[config.mk]
export PLATFORM = sky130hd
export DESIGN_NAME = stage_threshold_evaluator
export DESIGN_NICKNAME = d
export VERILOG_FILES = /design/src/rtl/stage_threshold_evaluator_pkg.sv /design/src/rtl/stage_threshold_evaluator_sat_accumulator.sv /design/src/rtl/stage_threshold_evaluator.sv
export SDC_FILE = /design/constraint.sdc
export NUM_CORES = 1
export LEC_CHECK = 0
export BUFFER_PORTS_ARGS = -buffer_cell sky130_fd_sc_hd__buf_2
export CORE_ASPECT_RATIO = 0.6
export CORE_MARGIN = 4
export CORE_UTILIZATION = 50
export DETAILED_ROUTE_END_ITERATION = 7
export PLACE_DENSITY_LB_ADDON = 0.15
export SLEW_MARGIN = 25
export SYNTH_ARGS = -nofsm -noshare
export SYNTH_HDL_FRONTEND = slang
export SYNTH_SLANG_ARGS = --single-unit
[constraint.sdc]
create_clock -name clk_fpga -period 2.75 [get_ports clk_fpga]
set_clock_uncertainty 0.15 [all_clocks]
set_input_delay 0.1375 -clock clk_fpga [delete_from_list [all_inputs] [get_ports clk_fpga]]
set_output_delay 0.1375 -clock clk_fpga [all_outputs]
set_load 0.005 [all_outputs]
[src/rtl/stage_threshold_evaluator_pkg.sv]
// Shared types and constants for the cascade stage threshold evaluator.
package stage_threshold_evaluator_pkg;

   // Stage index / stage count width
   localparam int unsigned DATA_WIDTH_8  = 8;
   // Per-classifier haar value width (signed)
   localparam int unsigned DATA_WIDTH_12 = 12;
   // Stage accumulator and threshold width (signed)
   localparam int unsigned DATA_WIDTH_16 = 16;

   localparam logic signed [DATA_WIDTH_16-1:0] SAT_MAX_16 = 16'sh7FFF;
   localparam logic signed [DATA_WIDTH_16-1:0] SAT_MIN_16 = 16'sh8000;

   typedef enum logic [1:0] {
      StIdle    = 2'd0,
      StAccum   = 2'd1,
      StCompare = 2'd2,
      StResult  = 2'd3
   } eval_state_e;

   // Clamp a one-bit-wider signed sum back into the 16-bit signed range.
   // Overflow shows up as the two top bits disagreeing; the top bit gives the true sign.
   function automatic logic signed [DATA_WIDTH_16-1:0] sat_clamp_16(
      input logic signed [DATA_WIDTH_16:0] wide
   );
      logic signed [DATA_WIDTH_16-1:0] result;
      if (wide[DATA_WIDTH_16] != wide[DATA_WIDTH_16-1]) begin
         result = wide[DATA_WIDTH_16] ? SAT_MIN_16 : SAT_MAX_16;
      end else begin
         result = wide[DATA_WIDTH_16-1:0];
      end
      return result;
   endfunction

endpackage

[src/rtl/stage_threshold_evaluator_sat_accumulator.sv]
// Saturating signed accumulator: sign-extends a 12-bit operand, adds it to the
// running 16-bit sum and clamps every addition so the sum never wraps.
module stage_threshold_evaluator_sat_accumulator
   import stage_threshold_evaluator_pkg::*;
(
   input  logic                            clk_fpga,
   input  logic                            reset_fpga,
   input  logic                            i_clear,
   input  logic                            i_enable,
   input  logic signed [DATA_WIDTH_12-1:0] i_operand,
   output logic signed [DATA_WIDTH_16-1:0] o_sum
);

   localparam int unsigned ExtBits = DATA_WIDTH_16 + 1 - DATA_WIDTH_12;

   logic signed [DATA_WIDTH_16-1:0] r_sum;
   logic signed [DATA_WIDTH_16:0]   w_operand_ext;
   logic signed [DATA_WIDTH_16:0]   w_sum_wide;
   logic signed [DATA_WIDTH_16-1:0] w_sum_next;

   // Widen both terms by one bit so the raw add cannot overflow, then clamp.
   always_comb begin
      w_operand_ext = {{ExtBits{i_operand[DATA_WIDTH_12-1]}}, i_operand};
      w_sum_wide    = {r_sum[DATA_WIDTH_16-1], r_sum} + w_operand_ext;
      w_sum_next    = sat_clamp_16(w_sum_wide);
   end

   // Sum register: clear wins over accumulate.
   always_ff @(posedge clk_fpga or negedge reset_fpga) begin
      if (!reset_fpga) begin
         r_sum <= '0;
      end else if (i_clear) begin
         r_sum <= '0;
      end else if (i_enable) begin
         r_sum <= w_sum_next;
      end
   end

   assign o_sum = r_sum;

endmodule

[src/rtl/stage_threshold_evaluator.sv]
// Cascade stage threshold evaluator: accumulates the haar values of each stage,
// compares the stage sum with the stage threshold and either advances to the
// next stage (pulsing the upstream trigger) or ends the window with a decision.
module stage_threshold_evaluator
   import stage_threshold_evaluator_pkg::*;
(
   input  logic                            clk_fpga,
   input  logic                            reset_fpga,
   input  logic                            i_start_window,
   input  logic                            i_haar_valid,
   input  logic signed [DATA_WIDTH_12-1:0] i_haar_value,
   input  logic                            i_is_end_of_stage,
   input  logic signed [DATA_WIDTH_16-1:0] i_stage_threshold,
   input  logic        [DATA_WIDTH_8-1:0]  i_num_stages,
   output logic                            o_trigger_next_stage,
   output logic        [DATA_WIDTH_8-1:0]  o_stage_index,
   output logic signed [DATA_WIDTH_16-1:0] o_stage_sum,
   output logic                            o_busy,
   output logic                            o_result_valid,
   output logic                            o_is_candidate,
   output logic                            o_protocol_err
);

   eval_state_e                     r_state;
   logic        [DATA_WIDTH_8-1:0]  r_stage_index;
   logic        [DATA_WIDTH_8-1:0]  r_num_stages;
   logic                            r_trigger;
   logic                            r_result_valid;
   logic                            r_candidate;
   logic                            r_protocol_err;

   logic signed [DATA_WIDTH_16-1:0] w_stage_sum;
   logic                            w_pass;
   logic                            w_last_stage;
   logic                            w_start_accept;
   logic                            w_advance;
   logic                            w_acc_clear;
   logic                            w_acc_enable;

   // Stage decision terms and accumulator controls.
   always_comb begin
      w_pass         = (w_stage_sum >= i_stage_threshold);
      w_last_stage   = (r_stage_index == (r_num_stages - 8'd1));
      w_start_accept = (r_state == StIdle) && i_start_window;
      w_advance      = (r_state == StCompare) && w_pass && !w_last_stage;
      w_acc_clear    = w_start_accept || w_advance;
      // A zero-stage window passes through ACCUM once without accumulating.
      w_acc_enable   = (r_state == StAccum) && i_haar_valid && (r_num_stages != '0);
   end

   stage_threshold_evaluator_sat_accumulator u_sat_accumulator (
      .clk_fpga   (clk_fpga),
      .reset_fpga (reset_fpga),
      .i_clear    (w_acc_clear),
      .i_enable   (w_acc_enable),
      .i_operand  (i_haar_value),
      .o_sum      (w_stage_sum)
   );

   // Window FSM with stage counter and registered outputs.
   always_ff @(posedge clk_fpga or negedge reset_fpga) begin
      if (!reset_fpga) begin
         r_state        <= StIdle;
         r_stage_index  <= '0;
         r_num_stages   <= '0;
         r_trigger      <= 1'b0;
         r_result_valid <= 1'b0;
         r_candidate    <= 1'b0;
         r_protocol_err <= 1'b0;
      end else begin
         r_trigger      <= 1'b0;
         r_result_valid <= 1'b0;

         // Haar data is only meaningful while accumulating; anything else is a
         // sequencing fault upstream and is latched until reset.
         if (i_haar_valid && (r_state != StAccum)) begin
            r_protocol_err <= 1'b1;
         end

         unique case (r_state)
            StIdle: begin
               if (i_start_window) begin
                  r_stage_index <= '0;
                  r_num_stages  <= i_num_stages;
                  r_candidate   <= 1'b0;
                  // An empty cascade never asks upstream for data.
                  r_trigger     <= (i_num_stages != '0);
                  r_state       <= StAccum;
               end
            end

            StAccum: begin
               if (r_num_stages == '0) begin
                  r_candidate    <= 1'b0;
                  r_result_valid <= 1'b1;
                  r_state        <= StResult;
               end else if (i_haar_valid && i_is_end_of_stage) begin
                  r_state <= StCompare;
               end
            end

            StCompare: begin
               if (!w_pass) begin
                  r_candidate    <= 1'b0;
                  r_result_valid <= 1'b1;
                  r_state        <= StResult;
               end else if (w_last_stage) begin
                  r_candidate    <= 1'b1;
                  r_result_valid <= 1'b1;
                  r_state        <= StResult;
               end else begin
                  r_stage_index <= r_stage_index + 8'd1;
                  r_trigger     <= 1'b1;
                  r_state       <= StAccum;
               end
            end

            StResult: begin
               r_state <= StIdle;
            end

            default: begin
               r_state <= StIdle;
            end
         endcase
      end
   end

   assign o_trigger_next_stage = r_trigger;
   assign o_stage_index        = r_stage_index;
   assign o_stage_sum          = w_stage_sum;
   assign o_busy               = (r_state != StIdle);
   assign o_result_valid       = r_result_valid;
   assign o_is_candidate       = r_candidate;
   assign o_protocol_err       = r_protocol_err;

endmodule

==> metrics.txt <==
outcome finished with violations; violations in the final reports negative setup slack; max-slew violations 0; Primary FF master, synth dfrtp_1; Net Sw Frac 42.8%; Worst setup EP type flip-flop; htree depth 2; YS warnings 0; startpoint types flip-flop; share of the yosys chip area belonging to registers approximately 30%; Seq cells post-synth 38; IO Pins 70; combinational power share between 60% and 70%; Final Wtd Congestion between 0.8 and 0.9; CTS tree built; CORE AREA 6140 sq um; Mapped Cells ~350; 1st-iter DRT viols ~200; worst path required time about 2.8 ns; Pre-Repair DR Iteration Count 6; routed vias/inst roughly 5.7; DRC violations left 0; Layout area overhead 44.6%; routing usage on met3 between 4 and 5%; GRT Util Overall roughly a quarter; gr busiest metal met2; clock-pin transition on the worst setup and hold timing paths approximately 0.09 ns; met1 Use GR about a third; initial core utilization 51.6%; fin util between 70 and 80%; R2R cell count 10; Peak VDD IR 0.423 mV; Synth Net Count approximately 430; worst hold slack 0.0460 ns; Routed Wire Length 9.84 mm; clock share of power 13.7%; period utilisation layout 110%; via count 3243; Pwr Density roughly 950 nW/um^2; Highest Clock Rate roughly 330 MHz; Slew headroom between 40% and 50%; Synth async-reset ratio between 90% and 100%; CTS Buf Count 5; ANT cells 0; Unique masters post-synth 60; Fin. Hold Viols 0; worst setup margin -0.261 ns; Mean Syn Cell Area just over 9 sq um; fraction of layout cells with a size suffix above 1 roughly 41%; met2 usage in global routing 35.6%; antenna violations before repair 0; Post-synth EDFFs 0; total power about 0.0044 W; Leakage 2.27 nW; full die area just under 8000 sq um; # clock sinks 38; Final ANT Viol Nets 0; R2R setup slack -0.26 ns; global route total overflow 0; post-route insts no fill 568; unrepaired setup endpoints after global routing yes; nets roughly 560; Die H roughly 70 microns; sequential power share 21.6%; Final setup violation count 23; dpl ws -0.238 ns; Max Cap Viol 0; post-detail-place hpwl ~7.1 mm; Fillers about 460; worst hold path type in2reg; Int Pwr ~0.0025 W; vias in the first global route roughly 3000; Slew @ Worst Pin 0.880 ns; post-layout min period 3.01 ns; Crit Path Max Fanout 7; Placed Cells about 540; die span in x roughly 110 microns; port bufs 69; largest net degree at the start of global routing 39; site row count 22; Skew-Pair Late Insertion Delay around 0.3 ns; switching pwr between 0.0015 and 0.002 W; crit path kind reg2reg; Max Root-Sink Buffers 2; Cells on Worst Hold Path 3; root buf cell clkbuf_8; CP Data Arrival Time 3.09 ns; mapped cell area between 3000 and 4000 sq um; first-pass GRT wire length around 15 mm; drt wl/cell between 15 and 20 microns
[final cells by class]
class / count / area, sq um / area share [%]
inverters: 34 / 128 / 2.79
well taps: 84 / 105 / 2.29
clock buffers: 6 / 82.6 / 1.80
flip-flops and latches: 38 / 952 / 20.8
repair buffers: 136 / 918 / 20.0
clock inverters: 2 / 60.1 / 1.31
multi-input cells: 268 / 2340 / 51.0
[timing repair]
item	CTS	global route
gates cloned	1	1
hold buffers	10	0
setup endpoints to repair	25	26
buffers inserted	1	5
endpoints found under the hold margin	48	0
pin swaps	4	24
gates resized for setup	13	37
[cells by family after synthesis]
logic type               synth area share [%]
AO/OA/AOI/OAI                            23.6
XOR/XNOR                                 6.87
adder cells (fa/ha/maj)                  15.6
buffers and inverters                    5.29
flip-flops                               30.0
multiplexers                             3.87
AND/OR/NAND/NOR                          14.7
[layer usage]
layer | vias to the layer above | part of all wire [%]
met2 | 120 | 44
li1 | 1545 | -
met5 | - | 0
met1 | 1562 | 48
met3 | 16 | 6.7
met4 | 0 | 1.3
[through the flow]
stage	setup TNS [ns]	area, sq um
after floorplan	-0.892	3190
after global placement	-1.88	3990
after detailed placement	-3.59	3990
after CTS	-4.11	4300
after global routing	-5.92	4580
final	-4.06	4580
[cell usage in the layout, fill, tap and decap left out, types with 4 or more instances in the layout]
cell,Yosys,layout
o21ai_1,3,4
nand3_1,11,10
o2bb2ai_2,10,11
dlygate4sd3_1,0,10
xnor2_1,13,12
clkbuf_8,0,6
nand4_1,8,8
mux2_2,9,8
and3_1,5,4
inv_1,33,33
buf_4,1,51
a21oi_2,1,6
dfrtp_1,38,37
nor2_1,26,24
nor4_1,5,5
ha_1,38,30
nor3_1,4,4
ha_4,0,7
nand2_1,19,19
buf_2,2,69
xor2_1,10,10
a21oi_1,33,26
a21o_1,6,6
o21ai_0,12,10
or3_1,4,4
buf_6,1,4
[critical path, cell delays in order, from the launching register on]
cell and delay [ns]:
dfrtp_1 0.47, ha_1 0.25, a21oi_4 0.16, o21ai_2 0.08, a221o_1 0.33, a211oi_2 0.20, mux2_4 0.34, a32o_2 0.30
a211o_1 0.34, buf_12 0.18, o2bb2ai_2 0.15
[registers in the layout (all words and copies together), names as in the netlist]
signal and flops:
o_result_valid 1, o_protocol_err 1, r_num_stages 8, o_stage_index 8, r_state 2, o_trigger_next_stage 1
o_is_candidate 1, u_sat_accumulator.o_sum 16
[synthesized netlist by cell type, drive strengths merged, types with 3 or more instances]
| master | number | area, sq um |
|---|---|---|
| a21o | 6 | 45.0 |
| a21oi | 34 | 174 |
| a31oi | 3 | 18.8 |
| and3 | 5 | 31.3 |
| buf | 4 | 28.8 |
| clkbuf | 3 | 11.3 |
| dfrtp | 38 | 951 |
| ha | 38 | 475 |
| inv | 34 | 128 |
| mux2 | 10 | 113 |
| nand2 | 19 | 71.3 |
| nand3 | 12 | 65.1 |
| nand4 | 8 | 50.1 |
| nor2 | 26 | 97.6 |
| nor3 | 5 | 30.0 |
| nor4 | 5 | 31.3 |
| o21ai | 15 | 75.1 |
| o21bai | 3 | 22.5 |
| o2bb2ai | 13 | 176 |
| o31a | 3 | 26.3 |
| or3 | 4 | 25.0 |
| xnor2 | 14 | 130 |
| xor2 | 10 | 87.6 |
[power by group through the flow]
stage | sequential [W] | combinational [W] | clock [W]
6_report | 0.000943 | 0.00283 | 0.000598
5_1_grt | 0.000965 | 0.00306 | 0.000631
4_1_cts | 0.000924 | 0.00247 | 0.000600
3_5_place_dp | 0.000933 | 0.00234 | 0
3_3_place_gp | 0.000923 | 0.00228 | 0
2_1_floorplan | 0.000922 | 0.00147 | 0
[final timing paths]
check,from,endpoint
max,u_sat_accumulator.o_sum[4]$_DFFE_PN0P_,u_sat_accumulator.o_sum[5]$_DFFE_PN0P_
min,i_start_window,o_stage_index[5]$_DFFE_PN0P_
max reg2reg,u_sat_accumulator.o_sum[4]$_DFFE_PN0P_,u_sat_accumulator.o_sum[5]$_DFFE_PN0P_
min reg2reg,o_protocol_err$_DFFE_PN0P_,o_protocol_err$_DFFE_PN0P_
max in group asynchronous,reset_fpga,u_sat_accumulator.o_sum[1]$_DFFE_PN0P_
min in group asynchronous,reset_fpga,u_sat_accumulator.o_sum[8]$_DFFE_PN0P_
Power figures use the tool's default switching activity.
